$ cat config.mk
export PLATFORM = sky130hd
export DESIGN_NAME = sample_trigger_scheduler
export DESIGN_NICKNAME = d
export VERILOG_FILES = /design/src/rtl/audio_pkg.sv /design/src/rtl/sample_trigger_scheduler_rr_pick.sv /design/src/rtl/sample_trigger_scheduler.sv
export SDC_FILE = /design/constraint.sdc
export NUM_CORES = 1
export LEC_CHECK = 0
export ABC_AREA = 1
export ABC_CLOCK_PERIOD_IN_PS = 1900
export CAP_MARGIN = 10
export CORE_ASPECT_RATIO = 1.25
export CORE_MARGIN = 4
export CORE_UTILIZATION = 48
export DETAILED_ROUTE_END_ITERATION = 8
export GPL_TIMING_DRIVEN = 0
export PLACE_DENSITY = 0.73
export SYNTH_ARGS = -nofsm -noshare
export SYNTH_HDL_FRONTEND = slang
export SYNTH_HIERARCHICAL = 1
export SYNTH_SLANG_ARGS = --single-unit
$ cat constraint.sdc
create_clock -name clk -period 1.9 [get_ports clk]
set_clock_uncertainty 0.15 [all_clocks]
set_input_delay 0.38 -clock clk [delete_from_list [all_inputs] [get_ports clk]]
set_output_delay 0.38 -clock clk [all_outputs]
set_load 0.01 [all_outputs]
$ cat src/rtl/audio_pkg.sv
// rtl/audio_pkg.sv - shared pad/sample constants and trigger FSM encoding
package audio_pkg;

   localparam int NUM_PADS_DEF       = 4;
   localparam int SYNC_STAGES_DEF    = 2;
   localparam int HOLDOFF_CYCLES_DEF = 50000;

   typedef enum logic [1:0] {
      IDLE  = 2'd0,
      OFFER = 2'd1,
      GAP   = 2'd2
   } trig_state_t;

   // Slot indices into the mixer's sample table.
   localparam int SAMPLE_KICK  = 0;
   localparam int SAMPLE_SNARE = 1;
   localparam int SAMPLE_HIHAT = 2;
   localparam int SAMPLE_TOM   = 3;

   function automatic int onehot_to_idx(input logic [31:0] oh);
      int idx;
      idx = 0;
      for (int i = 0; i < 32; i++) begin
         if (oh[i]) idx = i;
      end
      return idx;
   endfunction

endpackage

$ cat src/rtl/sample_trigger_scheduler_rr_pick.sv
// rtl/sample_trigger_scheduler_rr_pick.sv - combinational round-robin finder:
// one-hot grant of the first requester at or after ptr, wrapping.
module rr_pick
   import audio_pkg::*;
#(
   parameter int NUM_PADS = NUM_PADS_DEF,
   parameter int PTR_W    = (NUM_PADS > 1) ? $clog2(NUM_PADS) : 1
) (
   input  logic [NUM_PADS-1:0] req,
   input  logic [PTR_W-1:0]    ptr,
   output logic [NUM_PADS-1:0] grant,
   output logic                any
);

   logic [PTR_W-1:0] w_idx;

   // Walk offsets from farthest to nearest so the closest requester wins.
   always_comb begin
      grant = '0;
      w_idx = '0;
      for (int k = NUM_PADS - 1; k >= 0; k--) begin
         w_idx = PTR_W'((int'(ptr) + k) % NUM_PADS);
         if (req[w_idx]) begin
            grant        = '0;
            grant[w_idx] = 1'b1;
         end
      end
   end

   assign any = |req;

endmodule

$ cat src/rtl/sample_trigger_scheduler.sv
// rtl/sample_trigger_scheduler.sv - pad sync/edge detect, one pending hit per pad,
// round-robin handshaked trigger offers; optional holdoff via TRIGGER_HOLDOFF_EN.
module sample_trigger_scheduler
   import audio_pkg::*;
#(
   parameter int NUM_PADS       = NUM_PADS_DEF,
   parameter int SYNC_STAGES    = SYNC_STAGES_DEF,
   parameter int HOLDOFF_CYCLES = HOLDOFF_CYCLES_DEF
) (
   input  logic                clk,
   input  logic                reset,
   input  logic [NUM_PADS-1:0] pad_in,
   input  logic                trig_ready,
   output logic                trig_valid,
   output logic [NUM_PADS-1:0] trig_sel,
   output logic [NUM_PADS-1:0] pending,
   output logic                dropped
);

   localparam int PTR_W = (NUM_PADS > 1) ? $clog2(NUM_PADS) : 1;

   logic [NUM_PADS-1:0] r_sync [SYNC_STAGES];
   logic [NUM_PADS-1:0] r_prev;
   logic [NUM_PADS-1:0] r_pending;
   logic [NUM_PADS-1:0] r_grant;
   logic [PTR_W-1:0]    r_rr_ptr;
   logic                r_dropped;
   trig_state_t         r_state;
   trig_state_t         w_state_nxt;

   logic [NUM_PADS-1:0] w_edge;
   logic [NUM_PADS-1:0] w_pick;
   logic                w_any;
   logic                w_latch;
   logic                w_handshake;
   logic [NUM_PADS-1:0] w_clear;
   logic [NUM_PADS-1:0] w_blocked;
   logic [NUM_PADS-1:0] w_accept;
   logic [NUM_PADS-1:0] w_coalesce;
   logic [PTR_W-1:0]    w_grant_idx;
   logic [PTR_W-1:0]    w_ptr_nxt;

   // Reset to ones so a pad held down across reset release is not seen as a hit.
   always_ff @(posedge clk) begin
      if (reset) begin
         for (int i = 0; i < SYNC_STAGES; i++) r_sync[i] <= '1;
         r_prev <= '1;
      end else begin
         r_sync[0] <= pad_in;
         for (int i = 1; i < SYNC_STAGES; i++) r_sync[i] <= r_sync[i-1];
         r_prev <= r_sync[SYNC_STAGES-1];
      end
   end

   assign w_edge = r_sync[SYNC_STAGES-1] & ~r_prev;

   rr_pick #(
      .NUM_PADS (NUM_PADS),
      .PTR_W    (PTR_W)
   ) u_rr_pick (
      .req   (r_pending),
      .ptr   (r_rr_ptr),
      .grant (w_pick),
      .any   (w_any)
   );

   always_comb begin
      w_state_nxt = r_state;
      w_latch     = 1'b0;
      w_handshake = 1'b0;
      case (r_state)
         IDLE: begin
            if (w_any) begin
               w_state_nxt = OFFER;
               w_latch     = 1'b1;
            end
         end
         OFFER: begin
            if (trig_ready) begin
               w_state_nxt = GAP;
               w_handshake = 1'b1;
            end
         end
         GAP:     w_state_nxt = IDLE;
         default: w_state_nxt = IDLE;
      endcase
   end

   assign w_clear     = w_handshake ? r_grant : '0;
   assign w_grant_idx = PTR_W'(onehot_to_idx(32'(r_grant)));
   assign w_ptr_nxt   = (w_grant_idx == PTR_W'(NUM_PADS - 1)) ? '0 : w_grant_idx + 1'b1;

`ifdef TRIGGER_HOLDOFF_EN
   localparam int HOLD_W = $clog2(HOLDOFF_CYCLES + 1);

   logic [HOLD_W-1:0] r_hold [NUM_PADS];

   always_ff @(posedge clk) begin
      if (reset) begin
         for (int p = 0; p < NUM_PADS; p++) r_hold[p] <= '0;
      end else begin
         for (int p = 0; p < NUM_PADS; p++) begin
            if (w_clear[p]) r_hold[p] <= HOLD_W'(HOLDOFF_CYCLES);
            else if (r_hold[p] != '0) r_hold[p] <= r_hold[p] - 1'b1;
         end
      end
   end

   // A hit landing in the grant's own handshake cycle counts as inside the lockout.
   always_comb begin
      w_blocked = '0;
      for (int p = 0; p < NUM_PADS; p++) begin
         w_blocked[p] = w_edge[p] & ((r_hold[p] != '0) | w_clear[p]);
      end
   end
`else
   assign w_blocked = '0;
`endif

   assign w_accept   = w_edge & ~w_blocked;
   assign w_coalesce = w_accept & r_pending & ~w_clear;

   always_ff @(posedge clk) begin
      if (reset) begin
         r_state   <= IDLE;
         r_pending <= '0;
         r_grant   <= '0;
         r_rr_ptr  <= '0;
         r_dropped <= 1'b0;
      end else begin
         r_state   <= w_state_nxt;
         r_pending <= (r_pending & ~w_clear) | w_accept;
         r_dropped <= |(w_coalesce | w_blocked);
         if (w_latch) r_grant <= w_pick;
         if (w_handshake) r_rr_ptr <= w_ptr_nxt;
      end
   end

   assign trig_valid = (r_state == OFFER);
   assign trig_sel   = trig_valid ? r_grant : '0;
   assign pending    = r_pending;
   assign dropped    = r_dropped;

endmodule

# Yosys cells after proc, flatten, opt, wreduce, memory -nomap -nowiden

Memories as Yosys holds them, arrays and structs flattened.
Cells that the tools add are included.

Register bits: 17
Output and inout port bits: 10
Input port bits: 7
Memories kept: 1
Bits in writable memories: 8

Memories:

| memory | depth | bits a word | rd ports | clocked after memory_dff | write ports | line                           | RTL |
|---|---|---|---|---|---|---|---|
| r_sync | 2     | 4           | 2        | 0                        | 2           | sample_trigger_scheduler.sv:22 | `logic [NUM_PADS-1:0] r_sync [SYNC_STAGES];` |

Reductions and logical operators: 8
Equality and inequality tests: 4
$add $sub $neg: 4
Magnitude comparators: 8
Bitwise gates (word level): 9
Muxes and demuxes: 38

Operators with widths:

| operator              | count |
|---|---|
| $mux W4               | 8 |
| $and A4 B4 Y4         | 4 |
| $mux W1               | 16 |
| $lt A2 B3 Y1 const B  | 4 |
| $mux W2               | 5 |
| $bmux W1 S2           | 4 |
| $demux W1 S2          | 4 |
| $ge A2 B1 Y1 const B  | 4 |
| $not A4 Y4            | 2 |
| $reduce_or A4 Y1      | 2 |
| $add A2 B1 Y2 const B | 2 |
| $add A2 B2 Y2 const B | 2 |
| $logic_and A1 B1 Y1   | 4 |
| $or A4 B4 Y4          | 1 |
| $pmux W2 S2           | 1 |
| $eq A2 B1 Y1 const B  | 1 |
| $eq A2 B2 Y1 const B  | 1 |
| $logic_not A2 Y1      | 1 |
| $ne A2 B1 Y1 const B  | 1 |
| $ne A2 B2 Y1 const B  | 1 |
| $or A1 B1 Y1          | 2 |
| $reduce_and A2 Y1     | 1 |

# Logic depth before layout (Yosys ltp)

Depth after elaboration: 9
Mapped depth: 12
Depth with buffers taken out: 12

# By module

Netlist, hierarchy kept.

By module, submodules not included:

| module                   | area each (µm²) | cells an instance | instances | sequential area each (µm²) |
|---|---|---|---|---|
| sample_trigger_scheduler | 893.4           | 109               | 1         | 500.5 |
| rr_pick                  | 430.4           | 75                | 1         | 0.0 |

# Worst setup path before layout

Ideal clock, no wire load.

Path kind: flip-flop to flip-flop
Start: register r_rr_ptr[1]
End: register r_grant[0]
Arrival time: 1625 ps
Path buffers: 0
Clock period less this slack: 1901 ps
Stages on the path, launching flop included: 12
Required time: 1624 ps
Path slack: -1 ps
Setup time: 126 ps
Cells stage by stage: dfxtp_1 -> inv_1 -> ha_1 -> inv_1 -> nand3_2 -> nand2_2 -> o21ai_0 -> inv_1 -> nand2_1 -> nand2_1 -> o21ai_0 -> a21oi_1

Word-level cells in the longest chain between the ends: 9

RTL lines:

| item                                                                      | line                                   | RTL |
|---|---|---|
| from (decl)                                                               | sample_trigger_scheduler.sv:26         | `logic [PTR_W-1:0] r_rr_ptr;` |
| from (signal assigned)                                                    | sample_trigger_scheduler.sv:135        | `if (w_handshake) r_rr_ptr <= w_ptr_nxt;` |
| $add A2 B2 Y2                                                             | sample_trigger_scheduler_rr_pick.sv:22 | `w_idx = PTR_W'((int'(ptr) + k) % NUM_PADS);` |
| $lt A2 B3 Y1 (implied by the code) / $ge A2 B1 Y1 (equally long branches) | sample_trigger_scheduler_rr_pick.sv:25 | `grant[w_idx] = 1'b1;` |
| $logic_and A1 B1 Y1 (implied by the code)                                 | sample_trigger_scheduler_rr_pick.sv:25 |  |
| $mux W1 (implied by the code)                                             | sample_trigger_scheduler_rr_pick.sv:25 |  |
| $demux W1 S2                                                              | --                                     |  |
| $mux W4 (3 in series)                                                     | sample_trigger_scheduler_rr_pick.sv:23 | `if (req[w_idx]) begin` |
| $mux W4 (*)                                                               | sample_trigger_scheduler_rr_pick.sv:23 |  |
| net w_pick[0]                                                             | sample_trigger_scheduler.sv:32         | `logic [NUM_PADS-1:0] w_pick;` |
| to (signal assigned)                                                      | sample_trigger_scheduler.sv:134        | `if (w_latch) r_grant <= w_pick;` |
| to (decl)                                                                 | sample_trigger_scheduler.sv:25         | `logic [NUM_PADS-1:0] r_grant;` |

Mark *: on every way through the listed nets, which the timed path passes. The rest lies on a longest branch. The select of a mux whose other input is x is not followed.
A chain may end at the register's enable or synchronous reset.

# Worst setup path in the final report

Start: register r_pending[0], in the netlist pending[0]
End: output port pending[0]

RTL lines:

| item                   | line                            | RTL |
|---|---|---|
| from (decl)            | sample_trigger_scheduler.sv:24  | `logic [NUM_PADS-1:0] r_pending;` |
| from (signal assigned) | sample_trigger_scheduler.sv:132 | `r_pending <= (r_pending & ~w_clear) \| w_accept;` |
| to (decl)              | sample_trigger_scheduler.sv:16  | `output logic [NUM_PADS-1:0] pending,` |

No word-level cell between the ends.

==> flow_summary.ini <==
[run_status]
outcome = complete, no violations

[worst_setup_path]
crit_type = reg -> out
cp_slowest_stage_delay_ps = 550
crit_path_start_kind = flop
critPathArrivalTime_ps = 1280
path_buf_inv = 1
worstPathRequired_ps = 1370
cp-end-kind = primary output
slowest_stage = clkdlybuf4s50_1
path_cells = clkdlybuf4s50_1
critPathMaxFanout = 6
crit_family = buffers and inverters

[final_layout]
area_growth_syn_to_layout_pct = 22.2
nNetsFinal = 224
n_antenna_cell = 0
fin_cells = 242
drive_gt1_share_pct = 21.2

[route]
viasPerCell = 5.01
postRouteAntennaNets = 0
drt-total-wl_um = 2700
drc = 0
num_vias = 1212
first_pass_iters = 4
wire_per_inst_um = 11.2
drt_iter0_markers = 24

[floorplan]
dieArea_sq_mm = 0.00367
start_util_pct = 49.9
rows = 21
core_sq_mm = 0.00265
die_x_um = 55.0
die_y_um = 66.7
io-pin-count = 17

[timing]
setup_viol = 0
fin_ws_ps = 94.5
rsz0062_at_grt = false
final_hold_viol_count = 0
period_needed_ps = 1810
drv_slew = 0
period_share_pct = 95.0
tightest_slew_ps = 424
max_freq_ghz = 0.554
slew_headroom_pct = 71.7

[yosys]
synthTopCellsByArea = dfxtp_1, nand2_1, ha_1
synth_seq_area_share_pct = 37.8
synth_top_family_by_area = simple AND/OR/NAND/NOR gates
yosys-mux-area-fraction_pct = 0
synth_adder_area_share_pct = 7.56
synth_area_sq_mm = 0.00132
netlist_instances = 184
synth-compound-area-share_pct = 8.22
syn_nets = 199
synth-xor-area-share_pct = 0
synth_top_area_share_pct = 37.8
synth_cell_type_count = 21
synth_warnings = 6
avgSynthCellArea_sq_um = 7.19
synth_top_area_cell = dfxtp_1
ys_seq_elements = 25
synthSimpleGateAreaFrac_pct = 37.9

[place]
port-buffer-count = 16
dp_cells = 234
dpl_worst_slack_ps = -329
hpwl_um = 2090
place_congestion = 0.772

[grt]
gr-total-overflow = 0
antenna_found_initial = 0
grt_start_max_net_pins = 14
grt_use_total_pct = 16.6
grt_pass1_wl_um = 4590
grt_pass1_vias = 1156

[cts]
clk_latency_ps = 310
cts_max_level = 1
cts-root-buf = clkbuf_4
cts.reportedPaths.clkPinSlew_ps = 120
max-clock-path-buffers = 2
numCtsBuffers = 3
tritoncts = yes
cts_sinks = 25

[power_and_ir_drop]
peakVddDrop_mv = 0.447
leakagePower_nw = 0.734
cellPowerDensity_mw_per_mm2 = 620

[job]
cap_viol_max_count = 0

[min_path]
hold_path_class = reg -> reg
[through the flow]
step	hold WS (ps)	area, sq um	utilization, %	total power, mW	TNS, ps
6_report	278	1620	61.0	1.00	0
3_3_place_gp	243	1530	57.6	0.760	-856
2_1_floorplan	239	1330	-	0.706	0
5_1_grt	296	1620	61.0	1.05	0
3_5_place_dp	249	1530	57.6	0.768	-1030
4_1_cts	281	1590	59.9	0.998	0
[cells by family after synthesis]
logic type	count (synthesis)
AND/OR/NAND/NOR	100
buffers and inverters	30
flip-flops	25
AO/OA/AOI/OAI	21
adder cells (fa/ha/maj)	8
[cells in the mapped netlist, drive strengths merged]
cell    instances
inv            24
clkbuf          2
a21oi          12
clkinv          4
dfxtp          25
nand3          16
nand2          52
nand4           4
o21ai           9
or2            13
or4             1
nor2           14
ha              8
[final timing paths]
kind	slack (ps)	endpoint	cells past startpoint	start
worst max-delay path	90	pending[0]	1	pending[0]
worst min-delay path	280	r_sync[0][6]	1	r_sync[0][2]
worst max register to register	100	r_grant[2]	11	r_rr_ptr[1]
worst min register to register	280	r_sync[0][6]	1	r_sync[0][2]
[flip-flops by register name, summed over array words and instances, names as in the netlist]
signal    count
r_sync        8
pending       4
r_grant       4
r_prev        4
r_rr_ptr      2
r_state       2
dropped       1
[routing by layer]
| layer | vias up | global-route usage [%] | routed length [um] |
|---|---|---|---|
| li1 | 624 | - | - |
| met1 | 565 | 17.0 | 1070 |
| met2 | 19 | 32.8 | 1520 |
| met3 | 4 | 2.68 | 83 |
| met4 | 0 | 3.65 | 27 |
| met5 | - | 0 | 0 |
[power breakdown]
part	leakage, nW	switching [mW]	internal, mW
clock network	0.0150	0.149	0.0820
logic	0.510	0.117	0.0826
registers	0.209	0.0208	0.551
total	0.734	0.287	0.716
[cell type report]
| type | count | area (sq um) |
|---|---|---|
| flip-flops and latches | 25 | 514 |
| multi-input cells | 129 | 732 |
| clock buffers | 4 | 26.3 |
| well taps | 34 | 42.5 |
| repair buffers | 20 | 184 |
| plain buffers | 2 | 7.51 |
| inverters | 28 | 111 |
| fillers | 262 | 1040 |
[cell usage in the layout, fill, tap and decap left out, types with 5 or more instances in the layout]
cell / Yosys / routed
a21oi_1: 11 / 11
clkdlybuf4s50_1: 0 / 11
dfxtp_1: 25 / 18
dfxtp_2: 0 / 5
dlygate4sd2_1: 0 / 5
ha_1: 8 / 7
inv_1: 21 / 20
nand2_1: 45 / 45
nand2_2: 6 / 5
nand3_1: 13 / 13
nor2_1: 13 / 13
or2_2: 12 / 12
[timing repair]
item,4_1_cts,5_1_grt
hold buffers,0,0
gates cloned,0,0
setup endpoints to repair,10,7
gates resized for setup,12,11
pin swaps,0,1
setup buffers,4,0
Power figures use the tool's default switching activity.
